$ cat src/rtl/ccff_chain_loader_if.sv
// Byte stream into the CCFF chain loader.
// The producer drives data/valid and the loader answers with ready.
interface ccff_chain_loader_if;
  logic [7:0] s_data;
  logic       s_valid;
  logic       s_ready;

  modport master (
    output s_data,
    output s_valid,
    input  s_ready
  );

  modport slave (
    input  s_data,
    input  s_valid,
    output s_ready
  );
endinterface

$ cat src/rtl/ccff_chain_loader.sv
// Serialises a byte stream into a CCFF configuration chain.
// Captures the old chain contents from the tail as readback words.
module ccff_chain_loader #(
  parameter int CHAIN_LEN = 18,
  parameter int DW        = 8
) (
  input  logic              prog_clk,
  input  logic              pReset,
  input  logic              start,
  input  logic              abort,
  ccff_chain_loader_if.slave s_if,
  output logic              ccff_head,
  output logic              config_enable,
  input  logic              ccff_tail,
  output logic [DW-1:0]     rb_data,
  output logic              rb_valid,
  output logic              busy,
  output logic              done,
  output logic              err_abort
);

  localparam int NW = (CHAIN_LEN + DW - 1) / DW;
  localparam int CW = 12;
  localparam int BW = $clog2(DW + 1);

  typedef enum logic [1:0] {
    IDLE,
    LOAD,
    DONE
  } state_e;

  state_e state_q, state_d;

  logic [DW-1:0] hold_q, hold_d;
  logic          hold_vld_q, hold_vld_d;
  logic [DW-1:0] sh_q, sh_d;
  logic [BW-1:0] sh_n_q, sh_n_d;
  logic [CW-1:0] wcnt_q, wcnt_d;
  logic [CW-1:0] cnt_q, cnt_d;
  logic [DW-1:0] rb_q, rb_d;
  logic [BW-1:0] rb_n_q, rb_n_d;
  logic [DW-1:0] rb_data_q, rb_data_d;
  logic          rb_valid_q, rb_valid_d;
  logic          err_q, err_d;

  logic shift;
  logic last;
  logic accept;
  logic reload;
  logic start_ok;
  logic kill;

  assign shift    = config_enable;
  assign last     = shift && (cnt_q == CW'(CHAIN_LEN - 1));
  assign accept   = s_if.s_ready && s_if.s_valid;
  assign start_ok = (state_q == IDLE) && start && !abort;
  assign kill     = abort && ((state_q != IDLE) || start);

  // Reload in the same cycle the last valid bit leaves, so shifting is gap-free.
  assign reload = (state_q == LOAD) && hold_vld_q &&
                  ((sh_n_q == '0) || (shift && (sh_n_q == BW'(1))));

  always_ff @(posedge prog_clk) begin
    if (!pReset) begin
      state_q <= IDLE;
    end else begin
      state_q <= state_d;
    end
  end

  always_comb begin
    state_d = state_q;
    unique case (state_q)
      IDLE: if (start && !abort) state_d = LOAD;
      LOAD: begin
        if (abort)     state_d = IDLE;
        else if (last) state_d = DONE;
      end
      DONE:    state_d = IDLE;
      default: state_d = IDLE;
    endcase
  end

  always_comb begin
    busy          = 1'b0;
    done          = 1'b0;
    config_enable = 1'b0;
    ccff_head     = 1'b0;
    s_if.s_ready  = 1'b0;
    unique case (state_q)
      LOAD: begin
        busy          = 1'b1;
        config_enable = (sh_n_q != '0);
        ccff_head     = (sh_n_q != '0) && sh_q[0];
        s_if.s_ready  = !hold_vld_q && (wcnt_q < CW'(NW));
      end
      DONE: begin
        busy = 1'b1;
        done = 1'b1;
      end
      default: ;
    endcase
  end

  always_comb begin
    hold_d     = hold_q;
    hold_vld_d = hold_vld_q;
    sh_d       = sh_q;
    sh_n_d     = sh_n_q;
    wcnt_d     = wcnt_q;
    cnt_d      = cnt_q;
    rb_d       = rb_q;
    rb_n_d     = rb_n_q;
    rb_data_d  = rb_data_q;
    rb_valid_d = 1'b0;
    err_d      = err_q;

    if (shift) begin
      sh_d   = sh_q >> 1;
      sh_n_d = sh_n_q - BW'(1);
      cnt_d  = cnt_q + CW'(1);
      rb_d   = rb_q | (DW'(ccff_tail) << rb_n_q);
      rb_n_d = rb_n_q + BW'(1);
      if ((rb_n_d == BW'(DW)) || last) begin
        rb_data_d  = rb_d;
        rb_valid_d = 1'b1;
        rb_d       = '0;
        rb_n_d     = '0;
      end
    end

    if (reload) begin
      sh_d       = hold_q;
      sh_n_d     = BW'(DW);
      hold_vld_d = 1'b0;
    end

    if (accept) begin
      hold_d     = s_if.s_data;
      hold_vld_d = 1'b1;
      wcnt_d     = wcnt_q + CW'(1);
    end

    // Upper bits of the final word are dropped here.
    if (last) begin
      sh_d   = '0;
      sh_n_d = '0;
    end

    if (start_ok || kill) begin
      hold_vld_d = 1'b0;
      sh_d       = '0;
      sh_n_d     = '0;
      wcnt_d     = '0;
      cnt_d      = '0;
      rb_d       = '0;
      rb_n_d     = '0;
      rb_valid_d = 1'b0;
      err_d      = kill;
    end
  end

  always_ff @(posedge prog_clk) begin
    if (!pReset) begin
      hold_q     <= '0;
      hold_vld_q <= 1'b0;
      sh_q       <= '0;
      sh_n_q     <= '0;
      wcnt_q     <= '0;
      cnt_q      <= '0;
      rb_q       <= '0;
      rb_n_q     <= '0;
      rb_data_q  <= '0;
      rb_valid_q <= 1'b0;
      err_q      <= 1'b0;
    end else begin
      hold_q     <= hold_d;
      hold_vld_q <= hold_vld_d;
      sh_q       <= sh_d;
      sh_n_q     <= sh_n_d;
      wcnt_q     <= wcnt_d;
      cnt_q      <= cnt_d;
      rb_q       <= rb_d;
      rb_n_q     <= rb_n_d;
      rb_data_q  <= rb_data_d;
      rb_valid_q <= rb_valid_d;
      err_q      <= err_d;
    end
  end

  assign rb_data   = rb_data_q;
  assign rb_valid  = rb_valid_q;
  assign err_abort = err_q;

endmodule

$ cat src/flat_wrapper.sv
// flat-port wrapper written by rule: the top's interface ports become plain ports
module ccff_chain_loader_flat 
#(
  parameter int CHAIN_LEN = 18,
  parameter int DW        = 8
)
  (prog_clk, pReset, start, abort, ccff_head, config_enable, ccff_tail, rb_data, rb_valid, busy, done, err_abort, s_if_s_data, s_if_s_valid, s_if_s_ready);
  ccff_chain_loader_if s_if_i ();
  input  logic prog_clk;
  input  logic pReset;
  input  logic start;
  input  logic abort;
  output logic ccff_head;
  output logic config_enable;
  input  logic ccff_tail;
  output logic [DW-1:0] rb_data;
  output logic rb_valid;
  output logic busy;
  output logic done;
  output logic err_abort;
  input wire logic [$bits(s_if_i.s_data)-1:0] s_if_s_data;
  input wire logic [$bits(s_if_i.s_valid)-1:0] s_if_s_valid;
  output wire logic [$bits(s_if_i.s_ready)-1:0] s_if_s_ready;
  assign s_if_i.s_data = s_if_s_data;
  assign s_if_i.s_valid = s_if_s_valid;
  assign s_if_s_ready = s_if_i.s_ready;
  ccff_chain_loader #(.CHAIN_LEN(CHAIN_LEN), .DW(DW)) u_core (.prog_clk(prog_clk), .pReset(pReset), .start(start), .abort(abort), .s_if(s_if_i), .ccff_head(ccff_head), .config_enable(config_enable), .ccff_tail(ccff_tail), .rb_data(rb_data), .rb_valid(rb_valid), .busy(busy), .done(done), .err_abort(err_abort));
endmodule
$ cat config.mk
export PLATFORM = sky130hd
export DESIGN_NAME = ccff_chain_loader_flat
export DESIGN_NICKNAME = d
export VERILOG_FILES = /design/src/rtl/ccff_chain_loader_if.sv /design/src/rtl/ccff_chain_loader.sv /design/src/flat_wrapper.sv
export SDC_FILE = /design/constraint.sdc
export NUM_CORES = 1
export LEC_CHECK = 0
export BUFFER_PORTS_ARGS = -buffer_cell sky130_fd_sc_hd__buf_4
export CORE_MARGIN = 5
export CORE_UTILIZATION = 58
export DETAILED_ROUTE_END_ITERATION = 12
export HOLD_SLACK_MARGIN = 0.12
export PLACE_DENSITY_LB_ADDON = 0.05
export SYNTH_ARGS = -nofsm -noshare
export SYNTH_HDL_FRONTEND = slang
export SYNTH_SLANG_ARGS = --single-unit
$ cat constraint.sdc
create_clock -name prog_clk -period 2.3 [get_ports prog_clk]
set_input_delay 0.46 -clock prog_clk [delete_from_list [all_inputs] [get_ports prog_clk]]
set_output_delay 0.46 -clock prog_clk [all_outputs]
set_load 0.01 [all_outputs]
==> results_dict.tcl <==
set metrics [dict create \
    status "finished, final reports clean" \
    seqPwrFrac 0.471 \
    dp_hpwl_um 4510 \
    antenna_cells 0 \
    fill_cells 422 \
    area_growth_pct 18.8 \
    max_slew_margin 0.645 \
    grt_max_degree 19 \
    synth_seq_cells 69 \
    cp_max_fo 6 \
    ant_nets 0 \
    grtUsageTotal 0.207 \
    reg2reg_depth 8 \
    synthesis.nets 354 \
    holdWs_ns 0.336 \
    route.detailed.drc 0 \
    fp.coreArea_mm2 0.00511 \
    critPathCapture "ccff_head" \
    io_pins 29 \
    grt.overflow.total 0 \
    clock_skew_ns 0.00755 \
    worstSetupEndpointType "output port" \
    nets 387 \
    post-route-period-util 0.962 \
    hold_buffers 0 \
    drt_first_iter_violations 186 \
    portBuffers 28 \
    ys_types 49 \
    cts-htree-levels 3 \
    dp_slack_ns 0.201 \
    final_cells 439 \
    clock_sinks 69 \
    final_cell_mix "dfxtp_1 (69), buf_4 (42), nor2_1 (32)" \
    gp_congestion 0.835 \
    ys_async_sr_fraction 0 \
    fin_util 0.713 \
    drv_cap 0 \
    p_comb_frac 0.079 \
    ir_drop_mv 0.456 \
    startpoint_type "register" \
    synth-simple-area-share 0.237 \
    grt.met1_usage 0.264 \
    use_met3 0.0412 \
    grt_antenna_before_repair 0 \
    synth-edff-count 0 \
    num_vias 2425 \
    syn_avg_cell_area_um2 9.26 \
    drive_above_1_share 0.190 \
    ys_warn_count 0 \
    power.total_mw 2.59 \
    total_leakage_power_nw 1.37 \
    finalMaxSlewViolations 0 \
    layout_setup_ws_ns 0.0876 \
    start_util 0.600 \
    wl_um 6250 \
    critical_path_required_ns 1.84 \
    clk_pin_slew_worst_paths_ns 0.07 \
    period_needed_ns 2.21 \
    synthFlopType "dfxtp_1" \
    gr-usage-met2 0.341 \
    hold_viol_final 0 \
    crit_start "u_core.sh_n_q[0]" \
    crit_type "register to output port" \
    hold_class "input port to register" \
    syn_inst 331 \
    synth_xor_area_frac 0.0486 \
    synth-compound-area-share 0.137 \
    dieArea_mm2 0.00684 \
    switching_share 0.211 \
    netlist_area_mm2 0.00307 \
    r2r_slack_ns 0.27 \
    synthAdderAreaFrac 0.0367 \
    dr.pass1.iters 4 \
    synth_seq_area_share 0.450 \
    p_sw_mw 0.546 \
    final_common_cell "dfxtp_1" \
    clock_latency_ns 0.33 \
    regToRegEndpoint "u_core.sh_q[3]" \
    clkPwrFrac 0.451 \
    fmax_mhz 452 \
    die_w_um 82.7 \
    clock-root-buffer "clkbuf_8" \
    grt_pass1_vias 2302 \
    dieHeight_um 82.7 \
    rows 26 \
    clk_path_buf_depth 2 \
    cts_tree "yes" \
    synth.mux.area_fraction 0.0457 \
    grt_first_pass_wirelength_um 10800 \
    internal_power_mw 2.04 \
    placedCellCount 421 \
    r2r_start "u_core.sh_n_q[0]" \
    numCtsBuffers 9 \
    finalSetupViolCount 0 \
    avgViaCountPerCell 5.52 \
    power.density_mw_per_mm2 710 \
    worst_slew_pin_slew_ns 0.530 \
    wl_per_cell_um 14.2 \
    cp.arrival_ns 1.75 \
    grt.busiest_layer "met2" \
    synth_top_family_by_area "simple AND/OR/NAND/NOR gates" \
]
==> layer usage <==
layer,part of all wire,routed length [um]
met3,0.031,195
met5,0,0
met2,0.49,3060
met4,0.015,91
met1,0.46,2900
==> Yosys cell counts (2+ instances only) <==
library cell,instances,area share
o21ai_0,16,0.026
a21boi_0,2,0.0049
nor2_1,32,0.039
nand3_1,9,0.015
nor4b_1,4,0.011
xnor2_1,10,0.029
nand2_1,12,0.015
buf_6,2,0.0073
ha_1,9,0.037
o2111a_1,2,0.0073
nand4_1,15,0.031
nor3_1,16,0.026
or3b_2,2,0.0057
a31o_2,2,0.0057
nor3b_1,3,0.0073
a2111oi_0,2,0.0057
inv_1,8,0.0098
a21o_1,2,0.0049
xor2_1,7,0.020
a21oi_1,21,0.034
buf_2,5,0.0082
nor4_1,6,0.012
and3_1,4,0.0082
a211oi_1,9,0.022
mux2i_1,14,0.046
clkbuf_1,12,0.015
dfxtp_1,69,0.45
nor2b_1,6,0.012
and2_1,10,0.020
==> how the worst min path moves through the flow <==
| stage | start | endpoint | slack (ns) | cells past startpoint |
|---|---|---|---|---|
| 2_1_floorplan | u_core.wcnt_q[2] | u_core.wcnt_q[2] | 0.43 | 2 |
| 3_3_place_gp | u_core.wcnt_q[2] | u_core.wcnt_q[2] | 0.44 | 2 |
| 5_1_grt | start | u_core.err_abort | 0.34 | 2 |
| 4_1_cts | start | u_core.err_abort | 0.32 | 2 |
| 3_5_place_dp | u_core.wcnt_q[5] | u_core.wcnt_q[5] | 0.44 | 1 |
| 6_report | start | u_core.err_abort | 0.34 | 2 |
==> area by class of cell <==
cell class / instances / area (um^2) / area share
inverters: 9 / 36.3 / 0.00996
clock buffers: 12 / 145 / 0.0398
multi-input cells: 233 / 1580 / 0.434
flip-flops and latches: 69 / 1380 / 0.379
well taps: 70 / 87.6 / 0.0240
repair buffers: 42 / 315 / 0.0866
clock inverters: 4 / 95.1 / 0.0261
==> power by group through the flow <==
stage          combinational, mW  sequential [mW]  clock [mW]
5_1_grt                    0.223             1.22        1.25
3_5_place_dp               0.198             1.24           0
3_3_place_gp               0.197             1.24           0
4_1_cts                    0.199             1.22        1.18
6_report                   0.204             1.22        1.17
2_1_floorplan              0.126             1.24           0
==> critical path, stage by stage, from the launching register on <==
cell,delay [ns]
dfxtp_1,0.35
inv_1,0.11
ha_4,0.16
or3b_4,0.44
and3_1,0.23
buf_4,0.15
==> sequential cells by signal (all words and copies together) (netlist names) <==
register / flops
u_core.cnt_q: 12
u_core.rb_valid: 1
u_core.sh_n_q: 4
u_core.hold_q: 8
u_core.rb_q: 8
u_core.state_q: 2
u_core.rb_data: 8
u_core.sh_q: 8
u_core.rb_n_q: 4
u_core.hold_vld_q: 1
u_core.wcnt_q: 12
u_core.err_abort: 1
==> logic make-up after synthesis <==
family | count (synthesis)
mux | 14
buf+inv | 29
xor+xnor | 17
fa+ha+maj | 9
compound gates | 65
flops | 69
simple gates | 128
==> timing repair <==
item                                    4_1_cts  5_1_grt
endpoints found under the setup margin        2        3
cloned                                        0        0
gates resized for setup                       1        4
setup buffers                                 0        2
==> per-stage QoR <==
step           TNS (ns)  cell area (um^2)
2_1_floorplan         0              3070
3_3_place_gp          0              3360
3_5_place_dp          0              3360
4_1_cts               0              3600
5_1_grt        -0.00876              3640
6_report              0              3640
No activity file was read; power rests on OpenSTA's default activity.
